$ cat src/rtl/rtc_field_editor_pkg.sv
// Shared types and defaults for the RTC field editor: FSM encoding, per-field
// BCD limits (field 0 in the least significant byte) and the default bus base.
package rtc_edit_pkg;

    typedef enum logic [2:0] {
        S_IDLE,
        S_LOAD_REQ,
        S_LOAD_WAIT,
        S_EDIT,
        S_WR_SCAN,
        S_WR_WAIT,
        S_DONE
    } state_t;

    // sec, min, hour, day, month, year, alarm sec, alarm min, alarm hour
    localparam logic [71:0] FMIN_DEFAULT = 72'h00_00_00_00_01_01_00_00_00;
    localparam logic [71:0] FMAX_DEFAULT = 72'h23_59_59_99_12_31_23_59_59;
    localparam logic [7:0]  BASE_ADDR_DEFAULT = 8'h21;

    function automatic logic bcd_ok(input logic [63:0] v, input int unsigned nibbles);
        logic ok;
        ok = 1'b1;
        for (int unsigned i = 0; i < 16; i++) begin
            if (i < nibbles && v[i*4 +: 4] > 4'd9) ok = 1'b0;
        end
        return ok;
    endfunction

endpackage

$ cat src/rtl/rtc_field_editor_if.sv
// Register-bus handshake between the field editor (master) and the RTC register file.
interface rtc_field_editor_if #(
    parameter int unsigned AW = 8,
    parameter int unsigned DW = 8
);
    logic          bus_rd;
    logic          bus_wr;
    logic          bus_done;
    logic [AW-1:0] bus_addr;
    logic [DW-1:0] bus_wdata;
    logic [DW-1:0] bus_rdata;

    modport master (
        output bus_rd, bus_wr, bus_addr, bus_wdata,
        input  bus_done, bus_rdata
    );

    modport slave (
        input  bus_rd, bus_wr, bus_addr, bus_wdata,
        output bus_done, bus_rdata
    );
endinterface

$ cat src/rtl/rtc_field_editor_bcd_step.sv
// Combinational multi-digit BCD increment/decrement with wrap between fmin and fmax.
module bcd_step #(
    parameter int unsigned DW = 8
) (
    input  logic [DW-1:0] value,
    input  logic [DW-1:0] fmin,
    input  logic [DW-1:0] fmax,
    input  logic          inc,
    input  logic          dec,
    output logic [DW-1:0] result
);
    localparam int unsigned ND = DW / 4;

    logic [DW-1:0] plus;
    logic [DW-1:0] minus;
    logic          carry;
    logic          borrow;

    always_comb begin
        plus   = value;
        minus  = value;
        carry  = 1'b1;
        borrow = 1'b1;
        for (int unsigned i = 0; i < ND; i++) begin
            if (carry) begin
                if (value[i*4 +: 4] >= 4'd9) begin
                    plus[i*4 +: 4] = 4'd0;
                end else begin
                    plus[i*4 +: 4] = value[i*4 +: 4] + 4'd1;
                    carry = 1'b0;
                end
            end
            if (borrow) begin
                if (value[i*4 +: 4] == 4'd0) begin
                    minus[i*4 +: 4] = 4'd9;
                end else begin
                    minus[i*4 +: 4] = value[i*4 +: 4] - 4'd1;
                    borrow = 1'b0;
                end
            end
        end

        result = value;
        if (inc && !dec) begin
            result = (value == fmax) ? fmin : plus;
        end else if (dec && !inc) begin
            result = (value == fmin) ? fmax : minus;
        end
    end
endmodule

$ cat src/rtl/rtc_field_editor.sv
// Button-driven RTC field editor: loads all BCD fields over the register bus,
// edits them with up/down/left/right, and writes back only the dirty fields.
module rtc_field_editor
    import rtc_edit_pkg::*;
#(
    parameter int unsigned             NFIELDS   = 9,
    parameter int unsigned             DW        = 8,
    parameter int unsigned             AW        = 8,
    parameter logic [AW-1:0]           BASE_ADDR = BASE_ADDR_DEFAULT,
    parameter logic [NFIELDS*DW-1:0]   FMIN      = FMIN_DEFAULT,
    parameter logic [NFIELDS*DW-1:0]   FMAX      = FMAX_DEFAULT,
    parameter int unsigned             TIMEOUT   = 255,
    localparam int unsigned            CW        = (NFIELDS > 1) ? $clog2(NFIELDS) : 1
) (
    input  logic                 CLK,
    input  logic                 reset,
    input  logic                 start,
    input  logic                 commit,
    input  logic                 abort,
    input  logic                 up,
    input  logic                 down,
    input  logic                 left,
    input  logic                 right,
    rtc_field_editor_if.master   bus,
    output logic [CW-1:0]        cursor,
    output logic [DW-1:0]        cur_value,
    output logic                 editing,
    output logic                 final_pulse,
    output logic                 err
);
    localparam int unsigned TW = $clog2(TIMEOUT + 1);

    state_t state, state_next;

    logic [DW-1:0]      field [NFIELDS];
    logic [NFIELDS-1:0] dirty;
    logic [CW-1:0]      idx;
    logic [CW-1:0]      cursor_next;
    logic [TW-1:0]      tmo;

    logic start_q, commit_q, abort_q, up_q, down_q, left_q, right_q;
    logic start_e, commit_e, abort_e, up_e, down_e, left_e, right_e;

    logic [DW-1:0] fmin_idx, fmax_idx, fmin_cur, fmax_cur;
    logic [DW-1:0] rd_fixed, step_val, cur_next;
    logic          rd_ok, last, tmo_hit;

    assign start_e  = start  & ~start_q;
    assign commit_e = commit & ~commit_q;
    assign abort_e  = abort  & ~abort_q;
    assign up_e     = up     & ~up_q;
    assign down_e   = down   & ~down_q;
    assign left_e   = left   & ~left_q;
    assign right_e  = right  & ~right_q;

    assign fmin_idx = FMIN[idx*DW +: DW];
    assign fmax_idx = FMAX[idx*DW +: DW];
    assign fmin_cur = FMIN[cursor*DW +: DW];
    assign fmax_cur = FMAX[cursor*DW +: DW];

    assign rd_ok    = bcd_ok(64'(bus.bus_rdata), DW / 4)
                      && (bus.bus_rdata >= fmin_idx) && (bus.bus_rdata <= fmax_idx);
    assign rd_fixed = rd_ok ? bus.bus_rdata : fmin_idx;
    assign last     = (idx == CW'(NFIELDS - 1));
    assign tmo_hit  = (tmo == TW'(TIMEOUT - 1)) && !bus.bus_done;

    bcd_step #(.DW(DW)) u_step (
        .value  (field[cursor]),
        .fmin   (fmin_cur),
        .fmax   (fmax_cur),
        .inc    (up_e),
        .dec    (down_e),
        .result (step_val)
    );

    // The value step applies to the pre-move cursor; if the cursor stays put
    // the displayed value must reflect that step immediately.
    always_comb begin
        cursor_next = cursor;
        if (right_e && !left_e) begin
            cursor_next = (cursor == CW'(NFIELDS - 1)) ? '0 : cursor + 1'b1;
        end else if (left_e && !right_e) begin
            cursor_next = (cursor == '0) ? CW'(NFIELDS - 1) : cursor - 1'b1;
        end
        cur_next = (cursor_next == cursor) ? step_val : field[cursor_next];
    end

    always_ff @(posedge CLK or negedge reset) begin
        if (!reset) state <= S_IDLE;
        else        state <= state_next;
    end

    always_comb begin
        state_next = state;
        case (state)
            S_IDLE:      if (start_e) state_next = S_LOAD_REQ;
            S_LOAD_REQ:  state_next = S_LOAD_WAIT;
            S_LOAD_WAIT: begin
                if (bus.bus_done) state_next = last ? S_EDIT : S_LOAD_REQ;
                else if (tmo_hit) state_next = S_IDLE;
            end
            S_EDIT: begin
                if (abort_e)       state_next = S_IDLE;
                else if (commit_e) state_next = S_WR_SCAN;
            end
            S_WR_SCAN: begin
                if (dirty[idx]) state_next = S_WR_WAIT;
                else if (last)  state_next = S_DONE;
            end
            S_WR_WAIT: begin
                if (bus.bus_done) state_next = last ? S_DONE : S_WR_SCAN;
                else if (tmo_hit) state_next = S_IDLE;
            end
            S_DONE:      state_next = S_IDLE;
            default:     state_next = S_IDLE;
        endcase
    end

    always_ff @(posedge CLK or negedge reset) begin
        if (!reset) begin
            bus.bus_rd    <= 1'b0;
            bus.bus_wr    <= 1'b0;
            bus.bus_addr  <= '0;
            bus.bus_wdata <= '0;
            cursor        <= '0;
            cur_value     <= '0;
            editing       <= 1'b0;
            final_pulse   <= 1'b0;
            err           <= 1'b0;
            dirty         <= '0;
            idx           <= '0;
            tmo           <= '0;
            {start_q, commit_q, abort_q, up_q, down_q, left_q, right_q} <= '0;
            for (int unsigned i = 0; i < NFIELDS; i++) field[i] <= FMIN[i*DW +: DW];
        end else begin
            {start_q, commit_q, abort_q, up_q, down_q, left_q, right_q}
                <= {start, commit, abort, up, down, left, right};
            editing     <= (state_next == S_EDIT);
            final_pulse <= (state_next == S_DONE);

            case (state)
                S_IDLE: begin
                    if (start_e) begin
                        err   <= 1'b0;
                        idx   <= '0;
                        dirty <= '0;
                    end
                end
                S_LOAD_REQ: begin
                    bus.bus_rd   <= 1'b1;
                    bus.bus_addr <= BASE_ADDR + AW'(idx);
                    tmo          <= '0;
                end
                S_LOAD_WAIT: begin
                    if (bus.bus_done) begin
                        bus.bus_rd <= 1'b0;
                        field[idx] <= rd_fixed;
                        if (!rd_ok) dirty[idx] <= 1'b1;
                        if (last) begin
                            cursor    <= '0;
                            cur_value <= (idx == '0) ? rd_fixed : field[0];
                        end else begin
                            idx <= idx + 1'b1;
                        end
                    end else if (tmo_hit) begin
                        err        <= 1'b1;
                        bus.bus_rd <= 1'b0;
                    end else begin
                        tmo <= tmo + 1'b1;
                    end
                end
                S_EDIT: begin
                    if (commit_e || abort_e) begin
                        idx <= '0;
                    end else begin
                        if (step_val != field[cursor]) begin
                            field[cursor] <= step_val;
                            dirty[cursor] <= 1'b1;
                        end
                        cursor    <= cursor_next;
                        cur_value <= cur_next;
                    end
                end
                S_WR_SCAN: begin
                    if (dirty[idx]) begin
                        bus.bus_wr    <= 1'b1;
                        bus.bus_addr  <= BASE_ADDR + AW'(idx);
                        bus.bus_wdata <= field[idx];
                        tmo           <= '0;
                    end else if (!last) begin
                        idx <= idx + 1'b1;
                    end
                end
                S_WR_WAIT: begin
                    if (bus.bus_done) begin
                        bus.bus_wr <= 1'b0;
                        if (!last) idx <= idx + 1'b1;
                    end else if (tmo_hit) begin
                        err        <= 1'b1;
                        bus.bus_wr <= 1'b0;
                    end else begin
                        tmo <= tmo + 1'b1;
                    end
                end
                default: ;
            endcase
        end
    end
endmodule

$ cat src/flat_wrapper.sv
// flat-port wrapper written by rule: the top's interface ports become plain ports
module rtc_field_editor_flat import rtc_edit_pkg::*;
#(
    parameter int unsigned             NFIELDS   = 9,
    parameter int unsigned             DW        = 8,
    parameter int unsigned             AW        = 8,
    parameter logic [AW-1:0]           BASE_ADDR = BASE_ADDR_DEFAULT,
    parameter logic [NFIELDS*DW-1:0]   FMIN      = FMIN_DEFAULT,
    parameter logic [NFIELDS*DW-1:0]   FMAX      = FMAX_DEFAULT,
    parameter int unsigned             TIMEOUT   = 255,
    localparam int unsigned            CW        = (NFIELDS > 1) ? $clog2(NFIELDS) : 1
)
  (CLK, reset, start, commit, abort, up, down, left, right, cursor, cur_value, editing, final_pulse, err, bus_bus_rd, bus_bus_wr, bus_bus_addr, bus_bus_wdata, bus_bus_done, bus_bus_rdata);
  rtc_field_editor_if #(.AW(AW), .DW(DW)) bus_i ();
  input  logic CLK;
  input  logic reset;
  input  logic start;
  input  logic commit;
  input  logic abort;
  input  logic up;
  input  logic down;
  input  logic left;
  input  logic right;
  output logic [CW-1:0] cursor;
  output logic [DW-1:0] cur_value;
  output logic editing;
  output logic final_pulse;
  output logic err;
  output wire logic [$bits(bus_i.bus_rd)-1:0] bus_bus_rd;
  output wire logic [$bits(bus_i.bus_wr)-1:0] bus_bus_wr;
  output wire logic [$bits(bus_i.bus_addr)-1:0] bus_bus_addr;
  output wire logic [$bits(bus_i.bus_wdata)-1:0] bus_bus_wdata;
  input wire logic [$bits(bus_i.bus_done)-1:0] bus_bus_done;
  input wire logic [$bits(bus_i.bus_rdata)-1:0] bus_bus_rdata;
  assign bus_bus_rd = bus_i.bus_rd;
  assign bus_bus_wr = bus_i.bus_wr;
  assign bus_bus_addr = bus_i.bus_addr;
  assign bus_bus_wdata = bus_i.bus_wdata;
  assign bus_i.bus_done = bus_bus_done;
  assign bus_i.bus_rdata = bus_bus_rdata;
  rtc_field_editor #(.NFIELDS(NFIELDS), .DW(DW), .AW(AW), .BASE_ADDR(BASE_ADDR), .FMIN(FMIN), .FMAX(FMAX), .TIMEOUT(TIMEOUT)) u_core (.CLK(CLK), .reset(reset), .start(start), .commit(commit), .abort(abort), .up(up), .down(down), .left(left), .right(right), .bus(bus_i), .cursor(cursor), .cur_value(cur_value), .editing(editing), .final_pulse(final_pulse), .err(err));
endmodule
$ cat config.mk
export PLATFORM = sky130hd
export DESIGN_NAME = rtc_field_editor_flat
export DESIGN_NICKNAME = d
export VERILOG_FILES = /design/src/rtl/rtc_field_editor_pkg.sv /design/src/rtl/rtc_field_editor_if.sv /design/src/rtl/rtc_field_editor_bcd_step.sv /design/src/rtl/rtc_field_editor.sv /design/src/flat_wrapper.sv
export SDC_FILE = /design/constraint.sdc
export NUM_CORES = 1
export LEC_CHECK = 0
export CORE_ASPECT_RATIO = 1.4
export CORE_MARGIN = 2
export CORE_UTILIZATION = 40
export DETAILED_ROUTE_END_ITERATION = 12
export GPL_ROUTABILITY_DRIVEN = 0
export PLACE_DENSITY_LB_ADDON = 0.12
export SLEW_MARGIN = 15
export SYNTH_ARGS = -nofsm -noshare
export SYNTH_HDL_FRONTEND = slang
export SYNTH_HIERARCHICAL = 1
export SYNTH_SLANG_ARGS = --single-unit
export TNS_END_PERCENT = 30
$ cat constraint.sdc
create_clock -name CLK -period 13.6 [get_ports CLK]
set_input_delay 2.72 -clock CLK [delete_from_list [all_inputs] [get_ports CLK]]
set_output_delay 2.72 -clock CLK [all_outputs]
set_load 0.005 [all_outputs]
# ---- Yosys cells after proc, flatten, opt, wreduce, memory -nomap -nowiden
# Cells that the tools add are included.
dict set report classes {
  n_addsub 9
  order_cmp 15
  n_eq_ne 29
  shift 4
  muxes 92
  bitwise 19
  reduce_logical 41
}
# op count
set op_table {}
lappend op_table {{$shiftx 72x8->8 const A} 4}
lappend op_table {{$mux 72} 3}
lappend op_table {{$mux 8} 22}
lappend op_table {{$bwmux 72} 2}
lappend op_table {{$pmux 72 s2} 1}
lappend op_table {{$bmux 8 s4} 3}
lappend op_table {{$mux 4} 18}
lappend op_table {{$demux 8 s4} 2}
lappend op_table {{$mux 9} 5}
lappend op_table {{$pmux 8 s2} 2}
lappend op_table {{$pmux 9 s3} 1}
lappend op_table {{$mux 3} 8}
lappend op_table {{$pmux 8 s3} 1}
lappend op_table {{$or 9x9->9} 2}
lappend op_table {{$pmux 3 s6} 1}
lappend op_table {{$add 4x1->4 const B} 4}
lappend op_table {{$eq 8x8->1} 2}
lappend op_table {{$logic_not 4->1} 4}
lappend op_table {{$pmux 4 s4} 1}
lappend op_table {{$reduce_and 4->1} 4}
lappend op_table {{$ge 5x5->1 const B} 3}
lappend op_table {{$not 4->5} 3}
lappend op_table {{$ne 2x1->1 const B} 7}
lappend op_table {{$mux 1} 13}
lappend op_table {{other kinds (38)} 93}
dict set report word_totals {
  regBits 136
  elab_cells 238
}

# ---- Depth between registers and ports, before layout
# Gate-level depths: netlist of run 1.
dict set report logic_depth {
  depth_word 14
  ltp_mapped 22
}

# ---- Hierarchy
# Netlist of run 1, hierarchy kept.
# mod instances cells_each area_each_um2 seq_area_each_um2
set modules_own_cells {}
lappend modules_own_cells {rtc_field_editor 1 1251 10845.4 3355.7}
lappend modules_own_cells {bcd_step 1 141 1009.7 0.0}

# ---- Least setup slack after synthesis of run 1
# Ideal clock, no wire load.
dict set report synth_path {
  path_kind {input to register}
  start {input port up}
  end {register u_core/field[48] in the netlist's numbering}
  t_arrival_ps 5274
  t_required_ps 13474
  setup_slack_ps 8200
  path_stages 12
  path_buffers 2
  path_cell_list {nor2b_1 nor2b_1 buf_1 and3_1 o211ai_1 a32oi_1 nor3_1 nand4b_1 nor4_4 buf_4 nor3_1 a311o_1}
}
dict set report synth_between {
  elab_cells_between_ends 13
}
# element line_no
set synth_rtl {}
lappend synth_rtl {{from (decl)} flat_wrapper.sv:20} ;# input logic up;
lappend synth_rtl {{$and 1x1->1 (*)} rtc_field_editor.sv:51} ;# assign up_e = up & ~up_q;
lappend synth_rtl {{$logic_not 1->1} rtc_field_editor_bcd_step.sv:46} ;# end else if (dec && !inc) begin
lappend synth_rtl {{$logic_and 1x1->1} rtc_field_editor_bcd_step.sv:46}
lappend synth_rtl {{$mux 8} rtc_field_editor_bcd_step.sv:46}
lappend synth_rtl {{$mux 8 (*)} rtc_field_editor_bcd_step.sv:44} ;# if (inc && !dec) begin
lappend synth_rtl {{via u_core.step_val[4]} rtc_field_editor.sv:45} ;# logic [DW-1:0] rd_fixed, step_val, cur_next;
lappend synth_rtl {{$ne 8x8->1 (*)} rtc_field_editor.sv:176} ;# if (step_val != field[cursor]) begin
lappend synth_rtl {{$ne 2x1->1 (no source line) (*)} n/a}
lappend synth_rtl {{$reduce_and 4->1 (no source line) (*)} n/a}
lappend synth_rtl {{to (signal, indexed assignment)} rtc_field_editor.sv:157} ;# field[idx] <= rd_fixed;
lappend synth_rtl {{to (signal, indexed assignment)} rtc_field_editor.sv:177} ;# field[cursor] <= step_val;
lappend synth_rtl {{to (decl)} rtc_field_editor.sv:35} ;# logic [DW-1:0] field [NFIELDS];
# Mark *: on every way through the listed nets, which the timed path passes. The rest lies on a longest branch. The select of a mux whose other input is x is not followed.
# A chain may end at the register's enable or synchronous reset.

# ---- Worst setup path in the final report of run 1
dict set report layout_path {
  start {input port up}
  end {register u_core/field[13] in the netlist's numbering}
}
dict set report layout_between {
  elab_cells_between_ends 13
}
# element line_no
set layout_rtl {}
lappend layout_rtl {{$and 1x1->1 (*)} rtc_field_editor.sv:51}
lappend layout_rtl {{via u_core.up_e} rtc_field_editor.sv:42} ;# logic start_e, commit_e, abort_e, up_e, down_e, left_e, right_e;
lappend layout_rtl {{$logic_not 1->1} rtc_field_editor_bcd_step.sv:46}
lappend layout_rtl {{$logic_and 1x1->1} rtc_field_editor_bcd_step.sv:46}
lappend layout_rtl {{$mux 8} rtc_field_editor_bcd_step.sv:46}
lappend layout_rtl {{$mux 8 (*)} rtc_field_editor_bcd_step.sv:44}
lappend layout_rtl {{via u_core.step_val[4]} rtc_field_editor.sv:45}
lappend layout_rtl {{$ne 8x8->1 (*)} rtc_field_editor.sv:176}
lappend layout_rtl {{$ne 2x1->1 (no source line) (*)} n/a}
lappend layout_rtl {{$reduce_and 4->1 (no source line) (*)} n/a}
# Marks and branches as above.

==> impl_metrics.xml, run 1 <==
<?xml version="1.0" encoding="UTF-8"?>
<metrics>
  <group name="outcome">
    <metric name="result_of_the_run" unit="">complete, no violations</metric>
  </group>
  <group name="critical_path">
    <metric name="critical_path_peak_fanout" unit="">71</metric>
    <metric name="critPathCaptureType" unit="">flop</metric>
    <metric name="crit_cells" unit="">14</metric>
    <metric name="r2r_slack" unit="ns">7.35</metric>
    <metric name="worst-setup-path-type" unit="">input pin to flop</metric>
    <metric name="slowest_stage_cell_crit_path" unit="">sky130_fd_sc_hd__nor2b_1</metric>
    <metric name="path_delay_family" unit="">simple AND/OR/NAND/NOR gates</metric>
    <metric name="arrival" unit="ns">7.18</metric>
    <metric name="slowest_stage_delay_cp" unit="ns">0.70</metric>
    <metric name="crit_required" unit="ns">13.97</metric>
    <metric name="worst-path-buf-inv" unit="">4</metric>
    <metric name="cp-startpoint" unit="">up</metric>
    <metric name="worstRegToRegCells" unit="">17</metric>
    <metric name="critical_path.startpoint_type" unit="">input pin</metric>
    <metric name="crit_chain" unit="">clkdlybuf4s50_1, nor2b_1, nor2b_1, and3_1, o211ai_1, a32oi_1, buf_4, nor3_1, nand4b_1, nor4_4, buf_4, buf_4, nand3_1, o211ai_1</metric>
    <metric name="rr_startpoint" unit="">u_core/cursor[1]</metric>
    <metric name="timing.rr.end" unit="">u_core/field[13]</metric>
    <metric name="cp_most_frequent_cell" unit="">sky130_fd_sc_hd__buf_4</metric>
  </group>
  <group name="sta">
    <metric name="min_period_over_period" unit="%">50.0</metric>
    <metric name="setup_ws" unit="ns">6.79</metric>
    <metric name="hold_viol" unit="">0</metric>
    <metric name="max_slew.worst_pin.slew" unit="ns">1.16</metric>
    <metric name="finalSetupViolCount" unit="">0</metric>
    <metric name="finalWorstPathRequiredPeriod" unit="ns">6.81</metric>
    <metric name="hold-worst-slack" unit="ns">0.475</metric>
    <metric name="max_slew_margin" unit="%">22.2</metric>
    <metric name="fin_skew" unit="ns">0.00961</metric>
    <metric name="fmax" unit="GHz">0.147</metric>
    <metric name="finalMaxSlewViolations" unit="">0</metric>
    <metric name="setup_repair_after_global_routing_missed_its_margin" unit="">false</metric>
    <metric name="setup-tns-final" unit="ns">0</metric>
  </group>
  <group name="logic_synthesis">
    <metric name="synth_cell_type_count" unit="">80</metric>
    <metric name="async_reset_ff_share" unit="%">100</metric>
    <metric name="postSynthRegisterBits" unit="">134</metric>
    <metric name="seq_area_frac_synth" unit="%">28.3</metric>
    <metric name="syn_avg_cell_area" unit="sq um">8.52</metric>
    <metric name="yosys_most_used_dff" unit="">sky130_fd_sc_hd__dfrtp_1</metric>
    <metric name="synth_area" unit="sq um">11900</metric>
    <metric name="postSynthCellCount" unit="">1392</metric>
    <metric name="synth_edf_count" unit="">0</metric>
    <metric name="synth_warnings" unit="">6</metric>
  </group>
  <group name="drt">
    <metric name="detail_route.first_pass.iterations" unit="">8</metric>
    <metric name="drt_first_iter_violations" unit="">1197</metric>
    <metric name="drc_errors" unit="">0</metric>
    <metric name="drtAntennaViolNets" unit="">0</metric>
    <metric name="route.detailed.vias_per_inst" unit="">6.83</metric>
    <metric name="post_drt_wl_per_cell" unit="um">25.8</metric>
    <metric name="num_vias" unit="">12000</metric>
    <metric name="finalWirelength" unit="mm">45.3</metric>
  </group>
  <group name="power">
    <metric name="vdd_drop_max" unit="V">0.0000893</metric>
    <metric name="p_per_area" unit="nW/um^2">217</metric>
    <metric name="static_leakage" unit="nW">4.49</metric>
  </group>
  <group name="placed_design">
    <metric name="post-dp-hpwl" unit="mm">30.1</metric>
    <metric name="detailedPlace.worstSlack" unit="ns">6.40</metric>
    <metric name="buffer_ports.inserted" unit="">48</metric>
    <metric name="post_dp_cell_area" unit="sq um">12600</metric>
  </group>
  <group name="floorplanning">
    <metric name="floorplan.die_area" unit="sq um">31100</metric>
    <metric name="die_x" unit="um">150</metric>
    <metric name="boundaryPins" unit="">51</metric>
    <metric name="rows" unit="">74</metric>
    <metric name="coreArea" unit="sq um">29200</metric>
    <metric name="die_height" unit="um">208</metric>
    <metric name="floorplan.initialDensity" unit="%">40.6</metric>
  </group>
  <group name="finish">
    <metric name="layout_cell_share_with_drive_strength_beyond_1" unit="%">10.1</metric>
    <metric name="layout.cells.most_common_list" unit="">sky130_fd_sc_hd__dfrtp_1 (132), sky130_fd_sc_hd__nand2_1 (128), sky130_fd_sc_hd__and3_1 (88)</metric>
    <metric name="layout_net_count" unit="">1421</metric>
    <metric name="final_common_cell" unit="">sky130_fd_sc_hd__dfrtp_1</metric>
    <metric name="post_route_standard_cell_area_excluding_fillers" unit="sq um">13100</metric>
    <metric name="area_added_between_synthesis_and_finish" unit="%">10.7</metric>
    <metric name="num_antenna_cells" unit="">0</metric>
  </group>
  <group name="clock_tree">
    <metric name="clkSlewWorstSetupHoldPaths" unit="ns">0.07</metric>
    <metric name="clock_path_buffers" unit="">2</metric>
    <metric name="number_of_buffers_created_by_cts" unit="">17</metric>
    <metric name="cts_repair_resized_insts" unit="">0</metric>
    <metric name="tritoncts" unit="">yes</metric>
    <metric name="clock_insertion_delay_worst_skew" unit="ns">0.45</metric>
    <metric name="cts.htree.levels" unit="">4</metric>
    <metric name="cts.root.buffer_cell" unit="">sky130_fd_sc_hd__clkbuf_16</metric>
    <metric name="cts_hold_repair.buffers" unit="">0</metric>
    <metric name="post_cts.repair.setup_buffers" unit="">0</metric>
    <metric name="clock_sinks" unit="">134</metric>
  </group>
  <group name="worst_hold_path">
    <metric name="hold_start" unit="">u_core/bus.bus_addr[5]</metric>
    <metric name="whs_endpoint" unit="">u_core/bus.bus_addr[5]</metric>
    <metric name="worst_hold_path.num_cells" unit="">1</metric>
    <metric name="timing.hold.worst.class" unit="">flop to flop</metric>
  </group>
  <group name="global_route">
    <metric name="grt_pass1_wl" unit="mm">70.0</metric>
    <metric name="grt_start_max_net_pins" unit="">93</metric>
    <metric name="grt_usage" unit="%">29.3</metric>
    <metric name="grt_antenna_before_repair" unit="">1</metric>
    <metric name="global_route.overflow_total" unit="">0</metric>
    <metric name="grt_pass1_vias" unit="">11400</metric>
  </group>
  <group name="run">
    <metric name="maxCapViolCount" unit="">0</metric>
  </group>
</metrics>
-- logic make-up (layout without fill, tap and decap cells) --
group                    after synthesis  after routing  synth area share (%)
AO/OA/AOI/OAI                        451            451                  28.1
XOR/XNOR                              24             24                  1.77
adder cells (fa/ha/maj)               35             35                  3.69
buffers and inverters                179            150                  6.34
flip-flops                           134            134                  28.3
multiplexers                          84             84                  10.8
other                                  1             18                0.0316
AND/OR/NAND/NOR                      484            484                  21.0
-- where the power goes --
| group | internal (mW) | switching, mW | leakage [nW] |
|---|---|---|---|
| clock | 0.239 | 0.205 | 0.256 |
| combinational | 0.681 | 1.15 | 2.79 |
| sequential | 0.471 | 0.0983 | 1.44 |
| total | 1.39 | 1.45 | 4.49 |
-- layout make-up --
type                            count  area, sq um
Clock buffer                       18          439
Clock inverter                     13          104
Fill cell                        2924        16000
Inverter                           33          124
Multi-Input combinational cell   1096         7860
Sequential cell                   134         3360
Tap cell                          380          475
Timing Repair Buffer               86          767
-- cells in the mapped netlist (all sizes together), types with 5 or more instances --
library cell	n	area share (%)
a21oi	81	3.5
nand4	11	0.58
o221ai	7	0.62
xnor2	18	1.3
a32o	60	5.1
a221oi	76	5.7
or3	7	0.37
nor2b	12	0.63
inv	29	0.92
buf	52	2.3
o21ai	66	2.8
mux2	12	1.1
dfrtp	132	28
nand3b	12	0.87
a311o	8	0.68
nor3	19	0.80
mux2i	38	3.2
ha	35	3.7
clkbuf	94	3.0
or2	6	0.32
a22o	9	0.66
and3	88	4.6
nand2	130	4.3
nor2	81	2.6
a31oi	6	0.32
o22ai	16	0.90
o211ai	73	4.6
mux4	34	6.5
nand3	84	3.5
xor2	6	0.44
nand2b	11	0.58
a22oi	17	1.1
or4	5	0.32
-- how the worst max path moves through the flow --
stage,to,slack [ns]
final,u_core/field[13],6.79
after global routing,u_core/field[28],6.37
after CTS,u_core/field[13],6.87
after detailed placement,u_core/field[13],6.40
after global placement,u_core/field[29],6.49
after floorplan,u_core/field[48],8.20
-- stage by stage --
stage	cells	total power, mW	utilization (%)
3_3_place_gp	1729	2.35	43.1
6_report	1760	2.84	45.0
3_5_place_dp	1729	2.36	43.1
5_1_grt	1760	3.01	45.0
2_1_floorplan	1409	1.79	-
4_1_cts	1760	2.81	45.0
-- routing by layer --
layer  up-vias  GRT usage [%]  part of all wire (%)
met1      6020           38.9                    41
met3       132           4.68                   6.3
met4         0           15.1                   5.1
met5         -              0                     0
met2       538           45.8                    48
li1       5327              -                     -
-- registers in the layout, indices dropped and copies added (netlist names), 3 cells and up --
register              flops
u_core/field             72
u_core/dirty              9
u_core/bus.bus_wdata      8
u_core/cur_value          8
u_core/tmo                8
u_core/bus.bus_addr       6
u_core/cursor             4
u_core/idx                4
u_core/state              3
Note: power is estimated with default switching activity, not from simulation.
==> run 2, diff against run 1 <==
- clock period: 13.6 -> 5.6 ns (I/O delays scaled with it)
==> run 2 against run 1 <==
Die area stayed put. Core utilization increased by 0.69 points. Clock power rose to 2.5 times the previous value. Via count up 1.6%. Critical path type is now flop to flop.
==> impl_metrics.xml, run 2 (same netlist as run 1, synthesis figures left out) <==
<?xml version="1.0" encoding="UTF-8"?>
<metrics>
  <group name="finish">
    <metric name="num_antenna_cells" unit="">0</metric>
    <metric name="layout_cell_share_with_drive_strength_beyond_1" unit="%">11.7</metric>
    <metric name="largest_registers" unit="">u_core/field (72), u_core/dirty (9)</metric>
    <metric name="layout.cells.most_common_list" unit="">sky130_fd_sc_hd__dfrtp_1 (131), sky130_fd_sc_hd__nand2_1 (128), sky130_fd_sc_hd__and3_1 (88)</metric>
    <metric name="number_of_flip_flops_under_the_largest_register_name" unit="">72</metric>
    <metric name="layout_net_count" unit="">1440</metric>
    <metric name="nFillCells" unit="">2894</metric>
    <metric name="max_flop_register" unit="">u_core/field</metric>
    <metric name="stdcell_count" unit="">1779</metric>
    <metric name="final_common_cell" unit="">sky130_fd_sc_hd__dfrtp_1</metric>
    <metric name="area_added_between_synthesis_and_finish" unit="%">12.4</metric>
    <metric name="final_util" unit="%">45.7</metric>
  </group>
  <group name="floorplanning">
    <metric name="die_height" unit="um">208</metric>
    <metric name="coreArea" unit="sq um">29200</metric>
    <metric name="boundaryPins" unit="">51</metric>
    <metric name="die_x" unit="um">150</metric>
    <metric name="rows" unit="">74</metric>
    <metric name="floorplan.die_area" unit="sq um">31100</metric>
    <metric name="floorplan.initialDensity" unit="%">40.6</metric>
  </group>
  <group name="global_route">
    <metric name="grt_start_max_net_pins" unit="">94</metric>
    <metric name="global_route.overflow_total" unit="">0</metric>
    <metric name="grt_usage" unit="%">29.7</metric>
    <metric name="met3_usage" unit="%">4.81</metric>
    <metric name="use_met2" unit="%">47.4</metric>
    <metric name="grt_busiest_layer" unit="">met2</metric>
    <metric name="grt_pass1_vias" unit="">11600</metric>
    <metric name="grt_pass1_wl" unit="mm">71.2</metric>
    <metric name="use_met1" unit="%">38.1</metric>
    <metric name="grt_antenna_before_repair" unit="">0</metric>
  </group>
  <group name="clock_tree">
    <metric name="cts_repair_resized_insts" unit="">0</metric>
    <metric name="clock_sinks" unit="">134</metric>
    <metric name="cts_hold_repair.buffers" unit="">0</metric>
    <metric name="number_of_buffers_created_by_cts" unit="">17</metric>
    <metric name="tritoncts" unit="">yes</metric>
    <metric name="post_cts.repair.setup_buffers" unit="">0</metric>
    <metric name="clkSlewWorstSetupHoldPaths" unit="ns">0.06</metric>
    <metric name="clock_path_buffers" unit="">2</metric>
    <metric name="cts.root.buffer_cell" unit="">sky130_fd_sc_hd__clkbuf_16</metric>
    <metric name="cts.htree.levels" unit="">4</metric>
    <metric name="clock_insertion_delay_worst_skew" unit="ns">0.44</metric>
  </group>
  <group name="sta">
    <metric name="max_slew_margin" unit="%">14.2</metric>
    <metric name="setup-tns-final" unit="ns">0</metric>
    <metric name="fin_skew" unit="ns">0.00937</metric>
    <metric name="finalWorstPathRequiredPeriod" unit="ns">5.25</metric>
    <metric name="finalMaxSlewViolations" unit="">0</metric>
    <metric name="finalSetupViolCount" unit="">0</metric>
    <metric name="max_slew.worst_pin.slew" unit="ns">1.28</metric>
    <metric name="hold_viol" unit="">0</metric>
    <metric name="min_period_over_period" unit="%">93.7</metric>
    <metric name="setup_repair_after_global_routing_missed_its_margin" unit="">false</metric>
    <metric name="fmax" unit="GHz">0.191</metric>
  </group>
  <group name="power">
    <metric name="p_per_area" unit="nW/um^2">528</metric>
    <metric name="vdd_drop_max" unit="V">0.000231</metric>
    <metric name="report.power.total" unit="mW">7.03</metric>
    <metric name="static_leakage" unit="nW">4.60</metric>
  </group>
  <group name="drt">
    <metric name="finalWirelength" unit="mm">46.0</metric>
    <metric name="drt_first_iter_violations" unit="">1371</metric>
    <metric name="post_drt_wl_per_cell" unit="um">25.9</metric>
    <metric name="detail_route.first_pass.iterations" unit="">6</metric>
    <metric name="num_vias" unit="">12200</metric>
    <metric name="drc_errors" unit="">0</metric>
    <metric name="drtAntennaViolNets" unit="">0</metric>
    <metric name="route.detailed.vias_per_inst" unit="">6.86</metric>
  </group>
  <group name="critical_path">
    <metric name="rr_startpoint" unit="">u_core/cursor[3]</metric>
    <metric name="timing.critical_path.to" unit="">u_core/field[0]</metric>
    <metric name="critPathCaptureType" unit="">flop</metric>
    <metric name="r2r_slack" unit="ns">0.35</metric>
    <metric name="worst-setup-path-type" unit="">flop to flop</metric>
    <metric name="critical_path.startpoint_type" unit="">flop</metric>
    <metric name="arrival" unit="ns">5.57</metric>
    <metric name="crit_chain" unit="">buf_4, mux2i_1, o21ai_0, a221oi_1, nor2_1, buf_4, xnor2_1, nand4_1, or2_1, mux2i_1, a211oi_2, buf_4, o21ai_0, nand4b_1, nor4_4, buf_12, buf_4, nand3_1, o311ai_0</metric>
    <metric name="cp_most_frequent_cell" unit="">sky130_fd_sc_hd__buf_4</metric>
    <metric name="timing.rr.end" unit="">u_core/field[0]</metric>
    <metric name="crit_required" unit="ns">5.92</metric>
    <metric name="slowest_stage_delay_cp" unit="ns">0.80</metric>
    <metric name="slowest_stage_cell_crit_path" unit="">sky130_fd_sc_hd__dfrtp_1</metric>
    <metric name="worstRegToRegCells" unit="">19</metric>
    <metric name="cp-startpoint" unit="">u_core/cursor[3]</metric>
    <metric name="critical_path_peak_fanout" unit="">48</metric>
  </group>
  <group name="placed_design">
    <metric name="post-dp-hpwl" unit="mm">31.3</metric>
    <metric name="post-place-cells" unit="">1748</metric>
    <metric name="buffer_ports.inserted" unit="">48</metric>
  </group>
  <group name="run">
    <metric name="maxCapViolCount" unit="">0</metric>
  </group>
  <group name="worst_hold_path">
    <metric name="worst_hold_path.num_cells" unit="">1</metric>
    <metric name="timing.hold.worst.class" unit="">flop to flop</metric>
  </group>
  <group name="outcome">
    <metric name="result_of_the_run" unit="">complete, no violations</metric>
  </group>
</metrics>
## run 2: cell types whose count changed in the layout (fill, tap and decap cells not counted), moves of 2 or more
cell	previous run	this run
sky130_fd_sc_hd__buf_4	38	55
sky130_fd_sc_hd__buf_12	0	2
sky130_fd_sc_hd__clkinv_4	5	3
sky130_fd_sc_hd__clkinvlp_4	4	2
sky130_fd_sc_hd__inv_6	1	3
sky130_fd_sc_hd__nor2_1	81	79
sky130_fd_sc_hd__nor2_2	0	2
## run 2: worst min-delay path by stage
stage                                       from                endpoint  slack, ns
after detailed placement  u_core/bus.bus_addr[5]  u_core/bus.bus_addr[5]       0.47
after floorplan           u_core/bus.bus_addr[5]  u_core/bus.bus_addr[5]       0.46
after global routing      u_core/bus.bus_addr[5]  u_core/bus.bus_addr[5]       0.50
after CTS                 u_core/bus.bus_addr[5]  u_core/bus.bus_addr[5]       0.48
after global placement    u_core/bus.bus_addr[5]  u_core/bus.bus_addr[5]       0.46
final                     u_core/bus.bus_addr[5]  u_core/bus.bus_addr[5]       0.48
## run 2: report_power, final
group / switching [mW] / leakage [nW] / internal [mW] / total [mW]
Clock: 0.489 / 0.275 / 0.626 / 1.11
Sequential: 0.248 / 1.44 / 1.15 / 1.39
Combinational: 2.79 / 2.88 / 1.74 / 4.53
Total: 3.53 / 4.60 / 3.51 / 7.03
## run 2: routing by layer
metal | vias to the layer above | part of all wire (%)
li1 | 5366 | -
met1 | 6027 | 39
met2 | 658 | 47
met3 | 153 | 7.9
met4 | 0 | 5.9
met5 | - | 0
## run 2: critical path: cells and delay by family (launching register included)
kind	cells	cell delay (ns)
AOI/OAI and AO/OA	5	0.90
muxes	2	0.42
and+or+nand+nor	6	1.49
buffers and inverters	5	1.27
xor gates and xnor gates	1	0.17
DFF	1	0.80
## run 2: through the flow
| stage | hold WS (ns) | setup WS [ns] | cell area [sq um] |
|---|---|---|---|
| 5_1_grt | 0.504 | 0.0587 | 13300 |
| 2_1_floorplan | 0.465 | 1.26 | 11900 |
| 4_1_cts | 0.483 | 0.286 | 13300 |
| 3_3_place_gp | 0.457 | 0.307 | 12700 |
| 6_report | 0.478 | 0.355 | 13300 |
| 3_5_place_dp | 0.466 | 0.278 | 12700 |
## run 2: final cells by class
| type | instances | area (sq um) | share of cell area (%) |
|---|---|---|---|
| flip-flops and latches | 134 | 3360 | 25.2 |
| well taps | 380 | 475 | 3.57 |
| multi-input cells | 1096 | 7870 | 59.1 |
| repair buffers | 105 | 935 | 7.02 |
| inverters | 33 | 124 | 0.930 |
| clock inverters | 13 | 124 | 0.930 |
| clock buffers | 18 | 439 | 3.30 |
==> run 3, diff against run 2 <==
- ABC_CLOCK_PERIOD_IN_PS: not set -> 5600
==> results of run 3 <==
No change in the layout: final DEF, timing and power equal those of run 2.
==> variant 1: new RTL, config.mk and constraints of run 3 <==
`NFIELDS` is set to 9 in 2 places; all go to 10.
--- a/src/rtl/rtc_field_editor.sv
+++ b/src/rtl/rtc_field_editor.sv
@@ -3,7 +3,7 @@
 module rtc_field_editor
     import rtc_edit_pkg::*;
 #(
-    parameter int unsigned             NFIELDS   = 9,
+    parameter int unsigned             NFIELDS   = 10,
     parameter int unsigned             DW        = 8,
     parameter int unsigned             AW        = 8,
     parameter logic [AW-1:0]           BASE_ADDR = BASE_ADDR_DEFAULT,
--- a/src/flat_wrapper.sv
+++ b/src/flat_wrapper.sv
@@ -1,7 +1,7 @@
 // flat-port wrapper written by rule: the top's interface ports become plain ports
 module rtc_field_editor_flat import rtc_edit_pkg::*;
 #(
-    parameter int unsigned             NFIELDS   = 9,
+    parameter int unsigned             NFIELDS   = 10,
     parameter int unsigned             DW        = 8,
     parameter int unsigned             AW        = 8,
     parameter logic [AW-1:0]           BASE_ADDR = BASE_ADDR_DEFAULT,
Function: no difference found for any inputs over 4 cycles, from zero or initial values and one cycle with reset low; that may be too few to reach the edited logic, so the function may still have changed.
==> variant 1 against run 3 <==
Synthesized area fell by 6.5%. Critical path depth stayed put. Sequential cell count increased by 9. Total power grew 12%. Cell area shrank 4.4%. Routed wire length is 13% lower. Fmax barely moved. Synthesized cell count down 16%. First-iteration DRC count decreased by 35%. Setup slack better by 0.0031 ns. Critical path type unchanged. Largest cell class unchanged.
==> variant 1: results (changes against run 3) <==
{| class="wikitable"
! Metric !! Value
|-
| Library cell contributing the largest single delay on the critical path || mux2i_1
|-
| Avg WL per Cell || 25.0 um (-3.5%)
|-
| Largest registers || u_core/field x80, u_core/dirty x10
|-
| Leakage power figure || 5.11 nW (+11%)
|-
| FFs w/ async S/R, synth || 100% (unchanged)
|-
| Setup Slack @ Placement || 0.479 ns (+0.202 ns)
|-
| Actual slew at the worst max-slew pin || 1.19 ns (-0.0879 ns)
|-
| Arrival time of the worst setup path || 5.59 ns (+0.02 ns)
|-
| Largest net degree at the start of global routing || 60 (-36%)
|-
| Vias post-DR || 9939 (-19%)
|-
| Vias in the first global route || 9771 (-16%)
|-
| Net count, final || 1264 (-12%)
|-
| Worst-case vdd ir drop || 307 uV (+33%)
|-
| Number of filler cells placed in the layout || 2698 (-6.8%)
|-
| Maximum net fanout on the critical path || 28 (-42%)
|-
| Final non-filler cell total || 1599 (-10%)
|-
| Area post-placement || 0.0122 mm^2 (-4.6%)
|-
| Commonest cells in the netlist || dfrtp_1 (141), nand2_1 (98), mux2i_1 (87), a22oi_1 (85), o2bb2ai_1 (67)
|-
| Post-Route Skew || 0.0177 ns (+0.00836 ns)
|-
| Initial detailed-routing violation count || 887 (-35%)
|-
| Total global routing track utilization || 28.2% (-1.5 points)
|-
| Slowest stage delay, CP || 0.52 ns (-0.28 ns)
|-
| Distinct cell type count of the synthesized netlist || 79 (-1.3%)
|-
| Register area share after synthesis || 32.3% (+4.0 points)
|-
| Register cell area after layout || 0.00358 mm^2 (+6.8%)
|-
| Setup Buffers After CTS || 0 (unchanged)
|-
| Result of the run || completed
|-
| Post-Syn Instances || 1172 (-16%)
|-
| Wire length of the first global-routing pass || 61.2 mm (-14%)
|-
| Largest cells by area after synthesis || dfrtp_1 (32%), mux2i_1 (7.9%), a22oi_1 (5.8%)
|}
==> variant 1: cell count changes after synthesis, moves of 19 or more <==
cell,delta
and3_1,-73
a21oi_1,-39
nand2_1,-31
nor2_1,-22
a221oi_1,-75
nand3_1,-65
mux2i_1,+49
a22oi_1,+68
clkbuf_1,-56
o211ai_1,-55
o2bb2ai_1,+67
mux2_2,+19
a32o_1,-50
==> variant 1: final cells by class <==
| cell class | instances | area share, % |
|---|---|---|
| well taps | 370 | 3.63 |
| multi-input cells | 917 | 54.7 |
| clock buffers | 21 | 3.69 |
| flip-flops and latches | 143 | 28.1 |
| repair buffers | 112 | 8.24 |
| clock inverters | 11 | 0.825 |
| inverters | 25 | 0.737 |
==> variant 1: layer usage <==
| layer | global-route usage (%) | vias up | wire length (um) |
|---|---|---|---|
| met3 | 3.41 | 98 | 1570 |
| met1 | 34.2 | 4967 | 15900 |
| li1 | - | 4531 | - |
| met2 | 47.3 | 343 | 20000 |
| met5 | 0 | - | 0 |
| met4 | 16.9 | 0 | 2490 |
==> variant 1: worst paths after layout <==
kind | endpoint | slack, ns | startpoint | depth (start not counted)
min reg2reg | u_core/bus.bus_wdata[3] | 0.48 | u_core/bus.bus_wdata[3] | 2
min in group asynchronous | u_core/tmo[3] | 0.60 | reset | 1
min | u_core/bus.bus_wdata[3] | 0.48 | u_core/bus.bus_wdata[3] | 2
max in group asynchronous | u_core/bus.bus_wdata[4] | 3.84 | reset | 2
max | u_core/field[73] | 0.36 | u_core/cursor[1] | 19
max reg2reg | u_core/field[73] | 0.36 | u_core/cursor[1] | 19
==> variant 1: worst max-delay path, delay by kind of cell, from the launching register on <==
kind	cells	cell delay, ns
adder cells (fa/ha/maj)	1	0.19
buffers and inverters	3	0.48
AND/OR/NAND/NOR	8	1.85
flip-flops	1	0.51
multiplexers	1	0.52
AO/OA/AOI/OAI	6	1.57
==> variant 1: power breakdown <==
group	leakage [nW]	switching, mW	internal, mW
Combinational	2.92	3.12	2.05
Clock	0.272	0.471	0.650
Sequential	1.92	0.297	1.26
==> variant 1: cells by family (layout without fill, tap and decap cells) <==
kind of cell,count (synthesis),in the layout,share of synthesized area (%)
buffers and inverters,129,169,5.62
adders and majority gates,30,30,3.39
DFF,143,143,32.3
muxes,133,133,14.4
other,1,18,0.0338
and+or+nand+nor,314,314,14.5
AOI/OAI and AO/OA,392,392,27.4
xor gates and xnor gates,30,30,2.37
==> variant 2: new RTL, settings of run 3 <==
Without the edit above. Register the input `commit` before use, without a reset. The logic sees it one clock later. The other inputs are not delayed to match.
--- a/src/rtl/rtc_field_editor.sv
+++ b/src/rtl/rtc_field_editor.sv
@@ -30,6 +30,12 @@
 );
     localparam int unsigned TW = $clog2(TIMEOUT + 1);
 
+    logic commit_r;
+
+    always_ff @(posedge CLK) begin
+        commit_r <= commit;
+    end
+
     state_t state, state_next;
 
     logic [DW-1:0]      field [NFIELDS];
@@ -46,7 +52,7 @@
     logic          rd_ok, last, tmo_hit;
 
     assign start_e  = start  & ~start_q;
-    assign commit_e = commit & ~commit_q;
+    assign commit_e = commit_r & ~commit_q;
     assign abort_e  = abort  & ~abort_q;
     assign up_e     = up     & ~up_q;
     assign down_e   = down   & ~down_q;
@@ -134,7 +140,7 @@
             for (int unsigned i = 0; i < NFIELDS; i++) field[i] <= FMIN[i*DW +: DW];
         end else begin
             {start_q, commit_q, abort_q, up_q, down_q, left_q, right_q}
-                <= {start, commit, abort, up, down, left, right};
+                <= {start, commit_r, abort, up, down, left, right};
             editing     <= (state_next == S_EDIT);
             final_pulse <= (state_next == S_DONE);
 
Formal check against the unedited RTL: no difference found for any inputs over 4 cycles, from zero or initial values and one cycle with reset low; that may be too few to reach the edited logic, so the function may still have changed.
==> variant 2 against run 3 <==
First-iteration DRC count fell by 41%. Synthesized area fell by 14%. Via count fell by 24%. Total power fell by 8.9%. Non-clock buffer count fell by 15. Utilization rose by 0.43 points. Sequential cell count rose by 1. Routed wire length fell by 24%. Combinational power fell by 18%. Setup slack improved by 0.00062 ns. Cell area fell by 12%.
==> variant 2: results (changes against run 3) <==
{| class="wikitable"
! Metric !! Value
|-
| EDFF count, synth || 0 (unchanged)
|-
| Hold_sp || u_core/commit_r
|-
| FFs w/ async S/R, synth || 99.3% (-0.74 points)
|-
| Post-Route Skew || 0.0111 ns (+0.00169 ns)
|-
| Synth Flop Type || dfrtp_1
|-
| HPWL after detailed placement || 26.2 mm (-16%)
|-
| Clock transition at path regs || 0.07 ns
|-
| Register area share after synthesis || 33.0% (+4.7 points)
|-
| Number of clock buffers inserted by TritonCTS || 17 (unchanged)
|-
| Largest registers || u_core/field x72, u_core/dirty x9
|-
| Largest net degree at the start of global routing || 103 (+9.6%)
|-
| Library cell contributing the largest single delay on the critical path || nor4_2
|-
| Wire length of the first global-routing pass || 54.0 mm (-24%)
|-
| Deepest clock path buffer count || 2 (unchanged)
|-
| Worst hold path type || reg -> reg
|-
| Arrival time of the worst setup path || 5.57 ns (about the same)
|-
| Initial detailed-routing violation count || 809 (-41%)
|-
| Final Routed Wirelength || 34.8 mm (-24%)
|-
| Total number of H-tree levels || 4 (unchanged)
|-
| Commonest cells in the netlist || nand2_1 (171), dfrtp_1 (132), o21ai_0 (118), a22o_1 (82), nor2_1 (74)
|-
| Hold Fails Final Rpt || 0 (unchanged)
|-
| Net count, final || 1241 (-14%)
|-
| Worst Reg2Reg Path Length in Cells || 18 (-1)
|-
| Distinct cell type count of the synthesized netlist || 86 (+7.5%)
|-
| Worst-case vdd ir drop || 353 uV (+53%)
|-
| Slowest stage delay, CP || 0.64 ns (-0.16 ns)
|-
| IO buf count || 48 (unchanged)
|-
| Result of the run || completed
|-
| Max_slew headroom || 21.3% (+7.2 points)
|-
| Antenna violations before repair || 0 (unchanged)
|-
| Fraction of final layout cells with drive strength greater than 1 || 11.5% (-0.23 points)
|-
| Vias post-DR || 9288 (-24%)
|-
| FF-to-FF Start || u_core/cursor[3]
|-
| Buffer cell driving the clock tree root || clkbuf_16
|-
| Worst setup path start || u_core/cursor[3]
|-
| Setup Slack @ Placement || 0.207 ns (-0.0704 ns)
|-
| Vias in the first global route || 9173 (-21%)
|-
| Total global routing track utilization || 25.8% (-3.8 points)
|-
| Number of iterations in the first detailed-routing pass || 5 (-1)
|-
| Largest cells by area after synthesis || dfrtp_1 (32%), a22o_1 (7.0%), nand2_1 (6.3%)
|-
| Insertion delay to the later sink of the worst-skew pair || 0.44 ns (about the same)
|-
| Maximum net fanout on the critical path || 14 (-71%)
|-
| Yosys synthesis warning count || 6 (unchanged)
|-
| Leakage power figure || 4.71 nW (+2.3%)
|-
| Worst Hold Path Cells || 0 (-1)
|-
| Setup Buffers After CTS || 0 (unchanged)
|}
variant 2: changes by cell type after synthesis, sizes merged, moves of 55 or more:
cell	before	now
a221oi	76	8
a22o	9	82
a32o	60	0
and3	88	11
nand3	84	13
o211ai	73	17
o21ai	66	121
variant 2: cell families after synthesis:
| logic type | Yosys count | synth area share (%) |
|---|---|---|
| AND/OR/NAND/NOR | 383 | 17.9 |
| AO/OA/AOI/OAI | 369 | 24.1 |
| flip-flops | 135 | 33.0 |
| buffers and inverters | 119 | 5.76 |
| multiplexers | 82 | 12.5 |
| adder cells (fa/ha/maj) | 35 | 4.28 |
| XOR/XNOR | 27 | 2.46 |
| other | 1 | 0.0366 |
variant 2: per-layer routing:
layer	vias up	global-route usage (%)	routed length [um]
li1	4298	-	-
met3	86	4.95	1720
met2	315	42.7	16900
met1	4589	32.8	14700
met4	0	11.9	1480
met5	-	0	0
variant 2: path summary, 6_finish.rpt:
path	end	slack, ns
max in group asynchronous	u_core/field[35]	3.69
min in group asynchronous	u_core/field[26]	0.80
worst min register to register	u_core/commit_q	0.36
worst max-delay path	u_core/dirty[8]	0.36
worst min-delay path	u_core/commit_q	0.36
worst max register to register	u_core/dirty[8]	0.36
variant 2: where the power goes:
part	switching [mW]	internal, mW
clock network	0.457	0.724
logic	2.18	1.52
registers	0.312	1.22
total	2.95	3.45
variant 2: worst max-delay path, delay by kind of cell (launching register included):
| kind | cells | cell delay [ns] |
|---|---|---|
| AO/OA/AOI/OAI | 7 | 1.89 |
| adder cells (fa/ha/maj) | 1 | 0.25 |
| flip-flops | 1 | 0.54 |
| AND/OR/NAND/NOR | 6 | 2.03 |
| buffers and inverters | 4 | 0.43 |
variant 2: area by class of cell:
| type | instances | area, um^2 |
|---|---|---|
| Inverter | 30 | 113 |
| Tap cell | 319 | 399 |
| Clock buffer | 21 | 460 |
| Multi-Input combinational cell | 914 | 6360 |
| Clock inverter | 11 | 149 |
| Timing Repair Buffer | 90 | 810 |
| Fill cell | 2458 | 13600 |
| Sequential cell | 135 | 3380 |
| Antenna cell | 1 | 2.50 |
variant 2: repair_timing:
| action | CTS | global route |
|---|---|---|
| endpoints found under the hold margin | 0 | 0 |
| resized for setup | 0 | 1 |
| setup endpoints to repair | 0 | 68 |
variant 2: per-stage QoR:
stage               instance area, um^2  hold slack, ns  std cells  power [mW]
floorplan                         10300           0.333       1168        4.02
global placement                  11000           0.346       1488        5.16
detailed placement                11000           0.344       1488        5.16
CTS                               11700           0.359       1520        6.36
global route                      11700           0.365       1520        6.81
finish                            11700           0.362       1521        6.41
